==> src/rtl/memory_access_stage.sv <==
// MEM pipeline stage: decodes loads/stores, drives a single-outstanding req/ack bus,
// and extends load data for WB. Define MEM_BUS_TIMEOUT_EN to abort hung accesses.
module memory_access_stage #(
  parameter int unsigned TIMEOUT_CYCLES = 16
) (
  input  logic        clk,
  input  logic        reset,
  input  logic [31:0] Inst,
  input  logic [31:0] AO,
  input  logic [31:0] rt,
  input  logic        exception_in,
  input  logic [31:0] EPC_in,
  input  logic [4:0]  ExcCode_in,
  input  logic        BD_in,
  input  logic [31:0] bus_rdata,
  input  logic        bus_ack,
  output logic        bus_req,
  output logic        bus_we,
  output logic [31:0] bus_addr,
  output logic [3:0]  bus_be,
  output logic [31:0] bus_wdata,
  output logic        stall,
  output logic [31:0] Inst_out,
  output logic [31:0] AO_out,
  output logic [31:0] DR,
  output logic        exception_out,
  output logic [31:0] EPC_out,
  output logic [4:0]  ExcCode_out,
  output logic        BD_out
);

  typedef enum logic [1:0] {IDLE, WAIT, DONE} state_t;

  if (TIMEOUT_CYCLES == 0 || TIMEOUT_CYCLES > 255) begin : g_bad_timeout
    $error("TIMEOUT_CYCLES must lie in 1..255");
  end

  state_t      state;
  logic [31:0] rdata_q;
  logic        is_load, is_store, is_word, is_half, is_byte, is_signed;
  logic        mem_op, misaligned, go, active, abort_done;
  logic [7:0]  lane_byte;
  logic [15:0] lane_half;

  always_comb begin
    is_load   = 1'b0;
    is_store  = 1'b0;
    is_word   = 1'b0;
    is_half   = 1'b0;
    is_byte   = 1'b0;
    is_signed = 1'b0;
    case (Inst[31:26])
      6'h23: begin is_load  = 1'b1; is_word = 1'b1; end
      6'h21: begin is_load  = 1'b1; is_half = 1'b1; is_signed = 1'b1; end
      6'h25: begin is_load  = 1'b1; is_half = 1'b1; end
      6'h20: begin is_load  = 1'b1; is_byte = 1'b1; is_signed = 1'b1; end
      6'h24: begin is_load  = 1'b1; is_byte = 1'b1; end
      6'h2B: begin is_store = 1'b1; is_word = 1'b1; end
      6'h29: begin is_store = 1'b1; is_half = 1'b1; end
      6'h28: begin is_store = 1'b1; is_byte = 1'b1; end
      default: ;
    endcase
  end

  assign mem_op     = is_load | is_store;
  assign misaligned = mem_op & ((is_word & (|AO[1:0])) | (is_half & AO[0]));
  assign go         = mem_op & ~exception_in & ~misaligned;
  // Gating with reset drops the request combinationally while reset is held.
  assign active     = go & reset & (state != DONE);
  assign bus_req    = active;
  assign stall      = active;

`ifdef MEM_BUS_TIMEOUT_EN
  localparam logic [7:0] TIMEOUT_LAST = 8'(TIMEOUT_CYCLES - 1);
  logic [7:0] wait_cnt;
  logic       aborted;

  // wait_cnt holds the number of completed WAIT cycles; the last allowed one aborts.
  always_ff @(posedge clk or negedge reset) begin
    if (!reset) begin
      state    <= IDLE;
      rdata_q  <= '0;
      wait_cnt <= '0;
      aborted  <= 1'b0;
    end else begin
      case (state)
        IDLE: if (go) begin
          if (bus_ack) begin
            rdata_q <= bus_rdata;
            state   <= DONE;
          end else begin
            state   <= WAIT;
          end
        end
        WAIT: if (bus_ack) begin
          rdata_q  <= bus_rdata;
          wait_cnt <= '0;
          state    <= DONE;
        end else if (wait_cnt == TIMEOUT_LAST) begin
          wait_cnt <= '0;
          aborted  <= 1'b1;
          state    <= DONE;
        end else begin
          wait_cnt <= wait_cnt + 8'd1;
        end
        DONE: begin
          aborted <= 1'b0;
          state   <= IDLE;
        end
        default: state <= IDLE;
      endcase
    end
  end

  assign abort_done = aborted & (state == DONE);
`else
  always_ff @(posedge clk or negedge reset) begin
    if (!reset) begin
      state   <= IDLE;
      rdata_q <= '0;
    end else begin
      case (state)
        IDLE: if (go) begin
          if (bus_ack) begin
            rdata_q <= bus_rdata;
            state   <= DONE;
          end else begin
            state   <= WAIT;
          end
        end
        WAIT: if (bus_ack) begin
          rdata_q <= bus_rdata;
          state   <= DONE;
        end
        DONE: state <= IDLE;
        default: state <= IDLE;
      endcase
    end
  end

  assign abort_done = 1'b0;
`endif

  assign bus_we   = is_store;
  assign bus_addr = {AO[31:2], 2'b00};

  always_comb begin
    bus_be    = 4'b0000;
    bus_wdata = rt;
    if (is_word) begin
      bus_be = 4'b1111;
    end else if (is_half) begin
      bus_be    = AO[1] ? 4'b1100 : 4'b0011;
      bus_wdata = {2{rt[15:0]}};
    end else if (is_byte) begin
      bus_be    = 4'b0001 << AO[1:0];
      bus_wdata = {4{rt[7:0]}};
    end
  end

  assign lane_byte = rdata_q[{AO[1:0], 3'b000} +: 8];
  assign lane_half = AO[1] ? rdata_q[31:16] : rdata_q[15:0];

  always_comb begin
    DR = '0;
    if (is_load & go & ~abort_done) begin
      if (is_word)
        DR = rdata_q;
      else if (is_half)
        DR = {{16{is_signed & lane_half[15]}}, lane_half};
      else
        DR = {{24{is_signed & lane_byte[7]}}, lane_byte};
    end
  end

  // An incoming exception always wins; otherwise this stage may raise its own.
  always_comb begin
    exception_out = exception_in;
    ExcCode_out   = ExcCode_in;
    Inst_out      = Inst;
    if (!exception_in) begin
      if (misaligned) begin
        exception_out = 1'b1;
        ExcCode_out   = is_store ? 5'd5 : 5'd4;
        Inst_out      = '0;
      end else if (abort_done) begin
        exception_out = 1'b1;
        ExcCode_out   = 5'd7;
        Inst_out      = '0;
      end
    end
  end

  assign AO_out  = AO;
  assign EPC_out = EPC_in;
  assign BD_out  = BD_in;

endmodule

==> config.mk <==
export PLATFORM = sky130hd
export DESIGN_NAME = memory_access_stage
export DESIGN_NICKNAME = d
export VERILOG_FILES = /design/src/rtl/memory_access_stage.sv
export SDC_FILE = /design/constraint.sdc
export NUM_CORES = 1
export LEC_CHECK = 0
export ABC_CLOCK_PERIOD_IN_PS = 2660
export CAP_MARGIN = 0
export CORE_AREA = 2 2 147 149
export CTS_CLUSTER_DIAMETER = 60
export CTS_CLUSTER_SIZE = 24
export DETAILED_ROUTE_END_ITERATION = 7
export DIE_AREA = 0 0 149 151
export PLACE_DENSITY = 0.67
export RECOVER_POWER = 50
export SYNTH_ARGS = -nofsm -noshare
export SYNTH_HDL_FRONTEND = slang
export SYNTH_SLANG_ARGS = --single-unit
==> constraint.sdc <==
create_clock -name clk -period 2.66 [get_ports clk]
set_clock_uncertainty 0.2 [all_clocks]
set_input_delay 0.665 -clock clk [delete_from_list [all_inputs] [get_ports clk]]
set_output_delay 0.665 -clock clk [all_outputs]
set_load 0.01 [all_outputs]
## Word-level counts from Yosys, hierarchy flattened

Index checks and enable logic that the tools add are counted.

- Shift-type cells: 2
- Equal/unequal tests: 12
- Bitwise logic cells: 14
- Muxes and demuxes: 31
- Reductions and logical operators: 11

Operators with widths:

| operator | count |
|---|---|
| 32-bit 2-to-1 mux | 10 |
| 32-bit case mux with 2 select lines | 1 |
| 6-bit equality test, second input constant | 8 |
| 32-bit by 6-bit indexed part select with 8-bit output | 1 |
| 16-bit 2-to-1 mux | 1 |
| 4-bit 2-to-1 mux | 4 |
| 1-bit bitwise AND | 10 |
| 5-bit 2-to-1 mux | 2 |
| 1-bit 2-to-1 mux | 9 |
| 3-bit OR reduction | 3 |
| 2-bit 2-to-1 mux | 3 |
| 2-bit inequality test, second input constant | 3 |
| 2-bit OR reduction | 3 |
| 5-bit OR reduction | 1 |
| 2-bit case mux with 2 select lines | 1 |
| 2-bit AND reduction | 2 |
| 1-bit by 2-bit left shift with 4-bit output, first input constant | 1 |
| 2-bit by 1-bit equality test with 1-bit output, second input constant | 1 |
| 2-bit logical NOT | 1 |
| 1-bit NOT | 2 |
| 1-bit bitwise OR | 2 |
| 2-bit nonzero test | 1 |

- Input port bits: 170
- Word-level logic and storage cells: 72
- Bits in registers: 34
- Output and inout bits: 206

## Logic depth before layout (Yosys ltp)

Gate-level depths: netlist (run 1).

- Word-level depth: 10
- Mapped depth: 8
- Mapped depth without buffers: 5

## Worst setup path before layout (run 1)

OpenSTA, ideal clock, no wires.

- Kind: in2out
- From: in Inst[26]
- To: out stall
- Buffers on the path: 3
- Stages: 7
- Required time: 1.795 ns
- Arrival time: 2.133 ns
- Path slack: -0.338 ns
- Cells stage by stage: buf_6 -> and4bb_4 -> a311o_1 -> buf_6 -> a221oi_1 -> and3_1 -> buf_4

- Word-level cells in the longest chain between the ends: 10
- Elaborated cells on any way between the ends: 26
- Those cells by class: 8 x eq/ne; 4 x mux; 10 x bitwise; 4 x reduce/logical

RTL lines:

| what | line | RTL |
|---|---|---|
| start: declaration | 8 | `input logic [31:0] Inst,` |
| 6-bit equality test | 52 | `case (Inst[31:26])` |
| 3-bit OR reduction (no line) / 2-bit OR reduction (equally long branches) | - |  |
| 1-bit 2-to-1 mux | 52 |  |
| 1-bit bitwise AND | 66 | `assign misaligned = mem_op & ((is_word & (\|AO[1:0])) \| (is_half & AO[0]));` |
| 1-bit bitwise OR | 66 |  |
| 1-bit bitwise AND | 66 |  |
| 1-bit NOT | 67 | `assign go = mem_op & ~exception_in & ~misaligned;` |
| 1-bit bitwise AND (*) | 67 |  |
| 1-bit bitwise AND (*) (2 in a row) | 69 | `assign active = go & reset & (state != DONE);` |
| end: declaration | 22 | `output logic stall,` |

Every way passes the cells marked *; elsewhere a longest branch is shown, timed or not.

## Final worst setup path (run 1)

- From: in Inst[30]
- To: out ExcCode_out[0]

- Word-level cells in the longest chain between the ends: 8
- Elaborated cells on any way between the ends: 24
- Those cells by class: 8 x eq/ne; 7 x mux; 5 x bitwise; 4 x reduce/logical

RTL lines:

| what | line | RTL |
|---|---|---|
| 6-bit equality test | 52 |  |
| 3-bit OR reduction (no line) / 2-bit OR reduction (equally long branches) | - |  |
| 1-bit 2-to-1 mux | 52 |  |
| 1-bit bitwise AND | 66 |  |
| 1-bit bitwise OR | 66 |  |
| 1-bit bitwise AND | 66 |  |
| 5-bit 2-to-1 mux (*) | 182 | `if (misaligned) begin` |
| 5-bit 2-to-1 mux (*) | 181 | `if (!exception_in) begin` |
| end: declaration | 28 | `output logic [4:0] ExcCode_out,` |

Marks and branches as above.

==> reports/summary.txt, run 1 <==
CP max-delay cell = or3_4
highest clock rate = 319 MHz
final worst slack = -0.477 ns
Die H = 151 um
combinational power share = 0.441
TritonCTS Sinks = 34
DRT iter0 DRCs = 354
Hold Path Sink = state[0]$_DFFE_PN0P_
Final Cycle Share = 1.18
register area = 851 um2
failing checks = negative setup slack
Die ar. = 22500 um2
crit-path max FO = 5
min cycle time layout = 3.14 ns
final wirelength = 21300 um
Cell Area, Synth = 4290 um2
area share of the leading cell type in the synthesized netlist = 0.198
gpl congestion = 0.786
drt drc = 0
HP Start = state[0]$_DFFE_PN0P_
synthesis-stage register bit count = 34
Synth area leader = dfrtp_1
Die W = 149 um
first-pass GRT wire length = 29600 um
status = complete, but fails checks
number of H-tree levels = 2
CP Capture Type = output pin
vias per cell = 4.82
Power Total = 2400 uW
arrival time worst endpoint = 2.27 ns
Slew Limit Fails = 0
grt total ovfl = 0
Wirelength per Cell = 21.2 um
CP Launch Type = input pin
Multi-input gate area = 2960 um2
Netlist cell types = 48
Final #Nets = 896
Place WS = -1.38 ns
core footprint = 20800 um2
hpwl dp = 15800 um
Ports = 376
Most used DFF post-synth = dfrtp_1
CTS max path bufs = 2
Reg clk slew, reported paths = 0.05 ns
Inserted Diodes = 0
Net Sw Frac = 0.321
Core Rows = 53
worst skew pair latency = 0.27 ns
min-delay worst type = flip-flop to flip-flop
area grow syn2layout = 73.1%
WP data required = 1.79 ns
Pleak = 0.00319 uW
Starting Density = 0.206
Port Buffer Count = 217
synth warn = 0
Root Driver = clkbuf_16
worst r2r path cells = 4
worst r2r src = state[1]$_DFFE_PN0P_
number of fill cells = 2130
Hold Crit Depth = 1
synthesized area per cell = 7.79 um2
antenna violations before repair = 3
CTS buffer count = 5
power per cell area = 323 nW/um2
Clock Power Share = 0.273
CP cell instances = buf_6, buf_6, and3b_2, buf_6, nand2_4, or3_4, buf_12, mux2_2, buf_6
Most Frequent Cell on Critical Path = buf_6
asr flop ratio synth = 1.00
RSZ-0062 raised after global routing = yes
number of max-cap violations = 0
max incr delay on CP = 0.44 ns
top cells by area, synth = dfrtp_1, buf_4, nand2_1
setup slack, reg-to-reg = 0.81 ns
CTS tree = built
sw power = 772 uW
commonest non-fill, non-tap cell in the layout = clkdlybuf4s50_1
first drt pass iteration count = 5
Sequential Power Share = 0.286
vias in the first global route = 4764
post-route antenna net violation count = 0
commonest cells after routing, fill and taps aside = clkdlybuf4s50_1, buf_6, nand2_1, buf_4, dfrtp_1
layout cells sized above 1 = 0.462
reg2reg end = rdata_q[0]$_DFFE_PN0P_
peak supply drop = 241 uV
Final setup viols = 100
Overall Global Routing Usage = 0.175
via count = 4828
Pint = 1630 uW
largest net degree at the start of global routing = 66
Post-synth EDFFs = 0
Post-Synthesis Cells = 551
placed insts = 957
Seq/Total Area, Yosys = 0.198
final hold vios = 0
Post-Layout Cell Count = 1002
worst setup path class = input pin to output pin
-- per-stage QoR --
step	utilization	hold WS, ns	setup TNS [ns]	instance area [um2]
2_1_floorplan	-	0.169	-9.16	4530
3_3_place_gp	0.315	0.318	-132.87	6560
3_5_place_dp	0.315	0.320	-135.59	6560
4_1_cts	0.342	0.337	-40.65	7120
5_1_grt	0.357	0.355	-36.04	7430
6_report	0.357	0.338	-31.76	7430
-- cells by family (layout without fill, tap and decap cells) --
group,after synthesis,count (layout),synth area share
compound gates,129,129,0.238
buf+inv,156,331,0.238
flops,34,34,0.198
mux,34,34,0.0874
other cells,1,2,0.000874
simple gates,197,197,0.238
-- sequential cells by signal, summed over array words and instances, names as in the netlist --
name and cells:
rdata_q 32, state 2
-- worst max path at each step --
stage              from              to  slack (ns)  depth (start not counted)
6_report       Inst[30]  ExcCode_out[0]       -0.48                          9
5_1_grt        Inst[30]           DR[8]       -0.51                         10
4_1_cts        Inst[26]          DR[12]       -0.52                         10
3_5_place_dp   Inst[31]          DR[17]       -1.38                          8
3_3_place_gp   Inst[31]          DR[12]       -1.35                          7
2_1_floorplan  Inst[26]          DR[10]       -0.26                          6
-- critical path, delay by kind of cell --
family	cells	cell delay, ns
buffers and inverters	5	0.60
AND/OR/NAND/NOR	3	0.74
multiplexers	1	0.27
-- repair_timing --
action / in CTS / in global routing
hold buffers: 0 / 0
pin swaps: 16 / 18
resized for setup: 512 / 131
buffers inserted: 23 / 16
cloned: 4 / 1
endpoints found under the setup margin: 139 / 102
-- synth_stat cells (2+ instances only) --
| cell type | instances |
|---|---|
| o211ai_1 | 33 |
| nand4b_1 | 7 |
| mux2_2 | 18 |
| inv_1 | 3 |
| nand3b_1 | 2 |
| o221a_1 | 7 |
| and3_1 | 2 |
| o21ai_0 | 11 |
| mux2i_1 | 15 |
| nor2_1 | 4 |
| and2_1 | 35 |
| buf_4 | 108 |
| nand2_1 | 90 |
| a2bb2oi_1 | 32 |
| buf_1 | 3 |
| o21ai_1 | 2 |
| o2111a_1 | 7 |
| buf_6 | 2 |
| nor3b_1 | 2 |
| dfrtp_1 | 34 |
| nand2b_1 | 6 |
| o31ai_1 | 2 |
| a21oi_1 | 19 |
| or3_1 | 2 |
| nand3_1 | 10 |
| nand4_1 | 32 |
| clkbuf_1 | 28 |
| buf_2 | 12 |
| a21o_1 | 4 |
-- metal layers --
layer / wire, um / vias up / share of wire / global-route usage
li1: - / 2233 / - / -
met1: 7950 / 2299 / 0.37 / 0.204
met2: 10900 / 260 / 0.51 / 0.311
met3: 2030 / 36 / 0.095 / 0.0572
met4: 420 / 0 / 0.020 / 0.0414
met5: 0 / - / 0 / 0
-- area by class of cell --
cell class | count | share of cell area
timing repair buffer | 320 | 0.418
multi-input combinational | 362 | 0.398
sequential | 34 | 0.114
tap | 275 | 0.0463
clock buffer | 5 | 0.0168
clock inverter | 3 | 0.00539
inverter | 3 | 0.00152
-- power by group through the flow --
stage / Sequential [uW] / Combinational [uW] / Clock, uW
finish: 687 / 1060 / 656
global route: 698 / 1140 / 686
CTS: 682 / 1010 / 666
detailed placement: 690 / 951 / 0
global placement: 689 / 939 / 0
floorplan: 658 / 612 / 0
(Power assumes the default switching activity.)
==> run 2, diff against run 1 <==
--- a/config.mk
+++ b/config.mk
@@ -5,7 +5,6 @@
 export SDC_FILE = /design/constraint.sdc
 export NUM_CORES = 1
 export LEC_CHECK = 0
-export ABC_CLOCK_PERIOD_IN_PS = 2660
 export CAP_MARGIN = 0
 export CORE_AREA = 2 2 147 149
 export CTS_CLUSTER_DIAMETER = 60
==> results of run 2 <==
No change in the layout: final DEF, timing and power equal those of run 1.
